**config.mk**
```make
export PLATFORM = sky130hd
export DESIGN_NAME = lut_reverse_search
export DESIGN_NICKNAME = d
export VERILOG_FILES = /design/src/rtl/lut_reverse_search.sv
export SDC_FILE = /design/constraint.sdc
export NUM_CORES = 1
export LEC_CHECK = 0
export CORE_UTILIZATION = 45
export DETAILED_ROUTE_END_ITERATION = 10
export GPL_ROUTABILITY_DRIVEN = 1
export GPL_TIMING_DRIVEN = 0
export PLACE_DENSITY = 0.72
export SYNTH_ARGS = -nofsm -noshare
export SYNTH_HDL_FRONTEND = slang
export SYNTH_SLANG_ARGS = --single-unit
```
**constraint.sdc**
```tcl
create_clock -name clk -period 2.3 [get_ports clk]
set_input_delay 0.46 -clock clk [delete_from_list [all_inputs] [get_ports clk]]
set_output_delay 0.46 -clock clk [all_outputs]
set_load 0.05 [all_outputs]
```
**src/rtl/lut_reverse_search.sv**
```systemverilog
// Reverse lookup of an 8-bit value into the 3-bit index of a constant
// 8-entry table. The table is scanned one entry per clock. The lowest
// matching index is reported, or a miss (hit=0, index=0) if no entry matches.
//
// state   | meaning
// --------+-----------------------------------------------------------
// IDLE    | ready for a request; in_ready high
// SEARCH  | compare table[scan] with the captured value, one per cycle
// DONE    | result presented on out_*; wait for out_ready
module lut_reverse_search #(
    parameter bit SEARCH_ALL = 1'b0   // 1: always scan all 8 entries (fixed latency)
) (
    input  logic       clk,
    input  logic       rst_n,
    input  logic       in_valid,
    input  logic [7:0] in_value,
    output logic       in_ready,
    output logic       out_valid,
    input  logic       out_ready,
    output logic       out_hit,
    output logic [2:0] out_index,
    output logic       busy
);

    typedef enum logic [1:0] {
        S_IDLE   = 2'd0,
        S_SEARCH = 2'd1,
        S_DONE   = 2'd2
    } state_t;

    state_t     r_state;
    state_t     w_state_nxt;
    logic [7:0] r_value;
    logic [2:0] r_scan;
    logic       r_hit;
    logic [2:0] r_index;

    logic [7:0] w_entry;
    logic       w_match;
    logic       w_last;
    logic       w_accept;

    // Constant table contents; entries 4..7 duplicate entry 0 on purpose,
    // which is why the first match has to win.
    function automatic logic [7:0] lut_entry(input logic [2:0] idx);
        logic [7:0] val;
        case (idx)
            3'd0:    val = 8'h00;
            3'd1:    val = 8'h01;
            3'd2:    val = 8'h1E;
            3'd3:    val = 8'hE2;
            default: val = 8'h00;
        endcase
        return val;
    endfunction

    assign w_entry  = lut_entry(r_scan);
    assign w_match  = (w_entry == r_value);
    assign w_last   = (r_scan == 3'd7);
    assign w_accept = (r_state == S_IDLE) && in_valid;

    // State register
    always_ff @(posedge clk or negedge rst_n) begin
        if (!rst_n) begin
            r_state <= S_IDLE;
        end else begin
            r_state <= w_state_nxt;
        end
    end

    // Next-state decode; the compare at index 7 always leaves SEARCH,
    // so the scan counter never wraps while searching.
    always_comb begin
        w_state_nxt = r_state;
        case (r_state)
            S_IDLE: begin
                if (in_valid) begin
                    w_state_nxt = S_SEARCH;
                end
            end
            S_SEARCH: begin
                if (w_last || (!SEARCH_ALL && w_match)) begin
                    w_state_nxt = S_DONE;
                end
            end
            S_DONE: begin
                if (out_ready) begin
                    w_state_nxt = S_IDLE;
                end
            end
            default: w_state_nxt = S_IDLE;
        endcase
    end

    // Request capture, scan counter and first-match recording
    always_ff @(posedge clk or negedge rst_n) begin
        if (!rst_n) begin
            r_value <= 8'h00;
            r_scan  <= 3'd0;
            r_hit   <= 1'b0;
            r_index <= 3'd0;
        end else if (w_accept) begin
            r_value <= in_value;
            r_scan  <= 3'd0;
            r_hit   <= 1'b0;
            r_index <= 3'd0;
        end else if (r_state == S_SEARCH) begin
            r_scan <= r_scan + 3'd1;
            if (w_match && !r_hit) begin
                r_hit   <= 1'b1;
                r_index <= r_scan;
            end
        end
    end

    // Outputs decoded from state; the result registers only change on
    // accept or during SEARCH, so they hold steady throughout DONE.
    always_comb begin
        in_ready  = (r_state == S_IDLE);
        busy      = (r_state != S_IDLE);
        out_valid = (r_state == S_DONE);
        out_hit   = r_hit;
        out_index = r_index;
    end

endmodule

```
==> key figures <==
Critical path
  – Reg-to-reg setup timing slack: around 0.2 ns
  – Critical Path AT: 1.75 ns
  – CP Class: reg -> out
  – Worst Path Buf+Inv: 1
  – Max incr delay on CP: ~0.84 ns
  – Top delay family on crit path: buffers and inverters
  – Required time of the critical path: 1.84 ns
  – Worst setup EP type: primary output
  – Critical Path Source Type: register
  – Crit-path cells: nor2_1 > clkdlybuf4s50_1
  – Crit-path max FO: 5
  – Crit-path slowest cell: clkdlybuf4s50_1

Pwr
  – PD cells: 1260 mW/mm^2
  – Worst VDD drop: around 0.00072 V
  – P_leak: around 0.47 nW

Synthesis
  – Syn_nets: 91
  – Mean Syn Cell Area: ~12 um^2
  – Count of different cell masters after synthesis: 28
  – Main synth FF type: dfrtp_1
  – Synthesis-stage register bit count: 17
  – Syn Inst Count: between 70 and 80
  – Yosys warns: 0
  – Async set-reset flop share out of synthesis: 100%
  – Synth Cell Area: just under 900 um^2
  – Post-synth EDFFs: 0
  – Seq/Total Area, Yosys: between 40% and 50%

GRT
  – Global-route wire length before repair: around 2.5 mm
  – Initial antenna violation count: 0
  – Total GRT Usage: about 17%
  – GRT overflow: 0
  – Vias in the first global route: roughly 570
  – Largest net degree at the start of global routing: 18

Finish
  – Final net count: roughly 110
  – Filler instances: between 100 and 150
  – Layout cell share with drive strength beyond 1: 16.7%
  – Synthesis-to-finish area growth: 26.7%
  – Multi-input gate area in the final layout: between 400 and 500 um^2
  – Antenna cells: 0
  – Register area: around 430 um^2
  – Layout Cells excl Fill: ~120
  – Util after Layout: a little over three fifths

STA
  – Measured slew at the worst slew-check pin: 0.757 ns
  – Final TNS setup: 0 ns
  – Final Cycle Share: 96.0%
  – Max-Slew Margin vs Limit: 49.4%
  – Clock Skew: between 0.002 and 0.003 ns
  – RSZ-0062 raised after global routing: no
  – Setup violators final: 0
  – Fmax: ~0.45 GHz
  – Slew Limit Fails: 0
  – Final worst setup slack: slightly above 0.09 ns
  – Final hold violations: 0
  – Min Tclk post-route: 2.21 ns

Clocking
  – Worst-path clk slew: ~0.1 ns
  – Total CTS buffers: 3
  – Post_cts resized: 0
  – Setup bufs post-CTS: 0
  – Worst skew pair latency: 0.29 ns
  – Hold buffer count at cts: 0
  – Max clock buf depth: 2
  – CTS tree: built
  – Clock tree root driver cell: clkbuf_4
  – # clock sinks: 17
  – H-tree Lvls: 1

Detailed routing
  – Vias: 622
  – Wire per inst: between 10 and 15 um
  – Vias per cell: 5.14
  – ANT nets after route: 0
  – Drt initial violations: 11
  – Total wire length: approximately 1.5 mm
  – DRC: 0
  – DRT Pass-1 Iters: 3

Place
  – Input/output buffers: 18
  – RePlAce Congestion: 0.799
  – Placed instance count: roughly 120
  – Pre-CTS setup slack: slightly below 0.2 ns
  – Hpwl dp: 1.13 mm

Floorplanning
  – I/O pin total: 19
  – Die Wd: about 46 um
  – Die height: 46.5 um
  – DIE AREA: 0.00216 mm^2
  – Cell Rows: 15
  – Core area: 0.00178 mm^2
  – Starting Density: approximately half

Job
  – Max_cap viols: 0

Worst hold path
  – HP Class: reg -> reg

Status
  – Run status: completed
[cells in the mapped netlist (3+ instances only)]
library cell | instances | area share, %
mux2_2 | 8 | 10
o21ai_0 | 3 | 1.7
inv_1 | 4 | 1.7
nand3_1 | 3 | 1.7
ha_1 | 5 | 7.0
nor2_1 | 3 | 1.3
dfrtp_1 | 17 | 48
nand2_1 | 4 | 1.7
nand2b_1 | 3 | 2.1
mux2i_1 | 4 | 4.5
nor2b_1 | 3 | 2.1
[placed cells by master (no fill, tap or decap)]
cell type and instances:
clkbuf_1 1, o31ai_1 1, a211oi_1 1, and3_1 1
a2111oi_4 1, o21ai_0 3, o32a_1 1, inv_1 4
buf_2 1, nand4_2 1, nor4b_2 1, and2_1 1
nand2_1 4, xnor2_1 1, o21a_1 1, clkdlybuf4s50_1 18
mux2i_1 4, nor4_1 1, dfrtp_1 17, o21bai_1 1
nand3_1 3, nor3_1 1, ha_1 5, a2111oi_0 1
nor2_1 3, a22oi_2 1, nor2b_1 3, and4_1 1
clkbuf_4 3, nand2b_1 3, mux2_2 8
[sequential cells by signal (all words and copies together), names as in the netlist]
| name | cells |
|---|---|
| out_index | 3 |
| r_scan | 3 |
| r_state | 2 |
| r_value | 8 |
| out_hit | 1 |
[layer usage]
metal  vias to the layer above  track usage (%)  wire length, um
li1                        313                -                -
met1                       292             22.2              729
met2                        13             25.3              684
met3                         4             3.53               61
met4                         0             10.6               33
met5                         -                0                0
[through the flow]
| step | hold slack [ns] | area, um^2 | power [mW] |
|---|---|---|---|
| after detailed placement | 0.500 | 1100 | 1.27 |
| after floorplan | 0.164 | 890 | 1.08 |
| after global placement | 0.494 | 1100 | 1.24 |
| after CTS | 0.523 | 1130 | 1.43 |
| final | 0.520 | 1130 | 1.42 |
| after global routing | 0.552 | 1130 | 1.52 |
[power breakdown]
group	switching [mW]	total, mW	internal [mW]
clock	0.0925	0.160	0.0675
combinational	0.401	0.709	0.308
sequential	0.125	0.551	0.426
total	0.618	1.42	0.801
[path summary, 6_finish.rpt]
kind,from,endpoint,cells after the start
max,r_state[1],in_ready,2
min,out_hit,out_hit,1
max reg2reg,r_scan[1],out_index[0],6
min reg2reg,out_hit,out_hit,1
max in group asynchronous,rst_n,out_index[1],1
min in group asynchronous,rst_n,r_state[0],1
[layout make-up]
type	count	area share [%]
Multi-Input combinational cell	52	39.4
Sequential cell	17	37.7
Timing Repair Buffer	18	16.0
Tap cell	25	2.77
Clock buffer	4	2.33
Inverter	4	1.33
Buffer	1	0.444
[cells by family after synthesis]
kind of cell,count (synthesis),synth area share [%]
flip-flops,17,47.8
multiplexers,12,14.6
AND/OR/NAND/NOR,23,15.6
XOR/XNOR,1,0.985
adder cells (fa/ha/maj),5,7.03
AO/OA/AOI/OAI,11,11.7
buffers and inverters,5,2.25
Note: power is estimated with default switching activity, not from simulation.
==> edit 1, RTL diff (same settings) <==
The 3 states of `state_t` get a one-hot encoding in 3 bits.
--- a/src/rtl/lut_reverse_search.sv
+++ b/src/rtl/lut_reverse_search.sv
@@ -24,6 +24,6 @@
 
-    typedef enum logic [1:0] {
-        S_IDLE   = 2'd0,
-        S_SEARCH = 2'd1,
-        S_DONE   = 2'd2
+    typedef enum logic [2:0] {
+        S_IDLE   = 3'b001,
+        S_SEARCH = 3'b010,
+        S_DONE   = 3'b100
     } state_t;
Function: same outputs for any inputs over 10 cycles, from zero or initial values and one cycle with rst_n low; not proved beyond that.
==> edit 1 against the unedited design <==
Sequential cell count grew 1; wire length grew 9.2%; area after synthesis grew 2.8%; hold slack lost 0.016 ns; global-route usage grew 0.85 points; design area grew 2.2%; power shrank 16%; worst setup slack gained 0.096 ns; via count grew 14%; fmax grew 4.6%; combinational power shrank 28%; final cell count grew 16%; critical path type unchanged; largest cell class is now flip-flops and latches.
==> edit 1: results (changes against the unedited design) <==
Pwr:
- The cell leakage power is 0.0005428 µW (+16%).
- The peak ir drop on the vdd network came to 519.5 µV (-28%).

Routing:
- The total vias in the final route is 712 (+14%).
- The via count normalized by instance count came to 5.086 (-1.1%).
- The first-pass detailed-route iteration total came to 4 (+1).

GRT:
- The maximum number of pins on one net before global-route repair is 19 (+1).
- The met2 track utilization from global routing is 30.00% (+4.7 points).
- The global-route wire length before repair is 2718 µm (+8.9%).
- The met1 layer usage reported by global route was 24.09% (+1.9 points).
- The met3 global-route usage came to 2.308% (-1.2 points).
- The via count of the first global-routing pass is 656 (+15%).
- The overall track demand over capacity in global routing is 17.82% (+0.85 points).

Logic synthesis:
- Sorting the synthesized cells by area gives the leading types as dfrtp_1 (47%), nand2_1 (11%), ha_1 (6.8%).
- Sorting the synthesized cells by how often they occur yields nand2_1 (28), dfrtp_1 (17), nor2_1 (9).
- The part of the Yosys area used for sequential elements was 49.38% (+1.6 points).
- The unique cell type count in the Yosys netlist is 27 (-3.6%).
- The post-synthesis net count came to 110 (+21%).

Setup path:
- The slack of the worst reg-to-reg path was 0.28 ns (+0.08 ns).
- The arrival time of the worst setup path came to 1.65 ns (-0.10 ns).

Layout:
- The final-stage net count is 133 (+17%).
- The fraction of final layout cells sized beyond drive strength 1 is 9.565% (-7.1 points).

Placement:
- The placer's final routability congestion estimate is 0.7394 (-7.4%).
- The number of instances in the placed design was 136 (+16%).

Status:
- The run finished with clean final reports.

Timing:
- The worst-margin pin slew is 0.7884 ns (+0.03146 ns).
## edit 1: cell families after synthesis
group / count (synthesis) / synth area share (%)
simple gates: 50 / 28.18
flops: 18 / 49.39
compound gates: 9 / 7.797
buf+inv: 6 / 2.598
fa+ha+maj: 5 / 6.840
mux: 3 / 3.283
xor+xnor: 2 / 1.916
## edit 1: worst max-delay path: stages (launching register included)
cell and delay, ns:
dfstp_2 0.57, nor3b_2 0.24, dlygate4sd2_1 0.56
## edit 1: area by class of cell
type	count	area, µm²
sequential	18	451.7
tap	25	31.28
buffer	2	8.758
fill	175	668.1
inverter	4	15.01
clock buffer	4	26.28
multi-input combinational	69	439.2
timing repair buffer	18	180.2
## edit 1: per-layer routing
metal | routed length [µm] | vias up
met5 | 0 | -
met4 | 12 | 0
met3 | 54 | 2
met2 | 805 | 11
met1 | 773 | 346
li1 | - | 353
## edit 1: path summary, 6_finish.rpt
kind / start / endpoint / depth (start not counted)
worst min register to register: r_value[3] / r_value[3] / 2
max in group asynchronous: rst_n / r_state[1] / 1
min in group asynchronous: rst_n / r_value[2] / 1
worst max register to register: r_scan[0] / out_index[2] / 6
worst min-delay path: r_value[3] / r_value[3] / 2
worst max-delay path: r_state[0] / in_ready / 2
## edit 1: metrics by stage
stage | area, µm² | setup WS, ns
after floorplan | 914.6 | 0.1058
after global placement | 1126 | 0.2166
after detailed placement | 1126 | 0.1874
after CTS | 1150 | 0.03887
after global routing | 1152 | 0.07763
final | 1152 | 0.1878
## edit 1: timing repair
item,4_1_cts,5_1_grt
resized for setup,2,1
pin swaps,0,0
setup endpoints to repair,2,1
buffers inserted,0,0
gates cloned,0,0
## edit 1: power breakdown
group	internal, µW	switching [µW]
Combinational	199	314
Clock	67.2	94.5
Sequential	426	93.7
==> edit 2, RTL diff (same settings) <==
Without the edit above. Make the reset (`rst_n`) synchronous in 2 clocked blocks.
--- a/src/rtl/lut_reverse_search.sv
+++ b/src/rtl/lut_reverse_search.sv
@@ -62,3 +62,3 @@
     // State register
-    always_ff @(posedge clk or negedge rst_n) begin
+    always_ff @(posedge clk) begin
         if (!rst_n) begin
@@ -95,3 +95,3 @@
     // Request capture, scan counter and first-match recording
-    always_ff @(posedge clk or negedge rst_n) begin
+    always_ff @(posedge clk) begin
         if (!rst_n) begin
Formal check against the unedited RTL: differs if rst_n is asserted again (counterexample within 4 cycles, from zero or initial values and one cycle with rst_n low); with rst_n held inactive, the same outputs for 10 cycles.
==> edit 2 against the unedited design <==
Final cell count rose by 21%; wire length rose by 8.5%; clock skew rose by 0.0016 ns; worst setup slack improved by 0.046 ns; hold slack got worse by 0.040 ns; first-iteration DRC count fell by 45%; register-to-register slack improved by 0.26 ns; largest cell class unchanged; sequential cell count did not move; critical path depth did not move; design area fell by 2.0%; area after synthesis fell by 2.5%.
Power is not compared: it rests on default switching activity, and its combinational part moved more than twofold at a synthesized area within 25%.
==> edit 2: results (changes against the unedited design) <==
Status:
- The flow ran to the end, and the final reports show no timing, DRC or antenna violations.

Hold path:
- The critical hold path startpoint is r_value[0].

Layout:
- The number of filler cells placed in the layout is 172 (+17%).
- The final-stage net count is 139 (+22%).
- The fraction of final layout cells sized beyond drive strength 1 was 9.091% (-7.6 points).

Placement:
- The total half-perimeter wirelength after legalization and detailed placement came to 1263 µm (+12%).

Timing:
- The final hold slack was 0.4800 ns (-0.04000 ns).
- The worst clock skew came to 0.004399 ns (+0.001638 ns).
- The headroom to the max-slew limit is 67.15% (+18 points).

Setup path:
- The arrival time of the worst setup path is 1.70 ns (-0.05 ns).
- The most critical setup path has its startpoint at r_state[1].
- The reg-to-reg startpoint is r_scan[0].

Logic synthesis:
- The fraction of registers with async set or reset after synthesis is 0% (-100 points).
- The unique cell type count in the Yosys netlist is 30 (+7.1%).
- The compound-cell area share of the yosys netlist is 20.63% (+9.0 points).
- The part of the Yosys area used for sequential elements is 39.25% (-8.6 points).
- In the post-synthesis netlist, the biggest area contributors are dfxtp_1 (39%), nand2_1 (8.2%), ha_1 (7.2%).
- The xor-xnor portion of the synthesized cell area is 2.020% (+1.0 points).
- The arithmetic-cell share of the synthesized area counting full adders, half adders and majority gates came to 7.215% (+0.18 points).
- Counting instances in the post-synthesis netlist gives the leading cell types as nand2_1 (19), dfxtp_1 (17), a21boi_0 (7).
- The fraction of synthesized area in multiplexers is 0% (-15 points).

GRT:
- The met2 track utilization from global routing is 29.01% (+3.7 points).
- The maximum number of pins on one net before global-route repair is 11 (-7).
- The met1 layer usage reported by global route came to 24.40% (+2.2 points).
- The via count of the first global-routing pass was 662 (+17%).
- The overall track demand over capacity in global routing came to 18.86% (+1.9 points).

Routing:
- The via count normalized by instance count is 5.185 (+0.86%).
- The met3 wire length is 67 µm (+9.8%).
- The iteration-0 DRC count of the detailed router came to 6 (-5).
- The detailed-routing wirelength on met1 was 784 µm (+7.5%).
- The first-pass detailed-route iteration total is 4 (+1).
- The met2 layer wire length in the routed design is 762 µm (+11%).
- The routed wire length came to 1636 µm (+8.5%).
## edit 2: metrics by stage
| stage | instances | cell area [µm²] | setup slack (ns) |
|---|---|---|---|
| floorplan | 99 | 867.1 | 0.3057 |
| global placement | 142 | 1079 | 0.4631 |
| global route | 146 | 1105 | 0.03016 |
| finish | 146 | 1105 | 0.1376 |
| detailed placement | 142 | 1079 | 0.4608 |
| CTS | 146 | 1105 | 0.1224 |
## edit 2: layout make-up
type,count,area [µm²],share of cell area [%]
inverters,4,15.01,1.359
repair buffers,18,180.2,16.31
clock buffers,4,26.28,2.378
well taps,25,31.28,2.831
plain buffers,3,13.76,1.246
multi-input cells,75,498.0,45.07
flip-flops and latches,17,340.3,30.80
## edit 2: worst paths after layout
check | to | cells past startpoint
setup / recovery | in_ready | 2
hold / removal | r_value[0] | 2
setup reg to reg | out_index[2] | 6
hold reg to reg | r_value[0] | 2
## edit 2: cells by family (layout without fill, tap and decap cells)
family / count (synthesis) / after routing
AOI/OAI and AO/OA: 25 / 25
xor gates and xnor gates: 2 / 2
adders and majority gates: 5 / 5
buffers and inverters: 7 / 29
DFF: 17 / 17
and+or+nand+nor: 43 / 43
## edit 2: worst register-to-register path, cell delays in order (launching register included)
cell and delay (ns):
dfxtp_1 0.37, ha_1 0.24, ha_1 0.25, nor4_1 0.28, o21ai_0 0.22, o31ai_1 0.27
a21oi_1 0.10
## edit 2: power groups by stage
| stage | Clock (µW) | Sequential [µW] | Combinational, µW |
|---|---|---|---|
| detailed placement | 0 | 357 | 275 |
| global route | 185 | 356 | 301 |
| finish | 163 | 351 | 273 |
| CTS | 165 | 351 | 276 |
| global placement | 0 | 356 | 270 |
| floorplan | 0 | 358 | 192 |
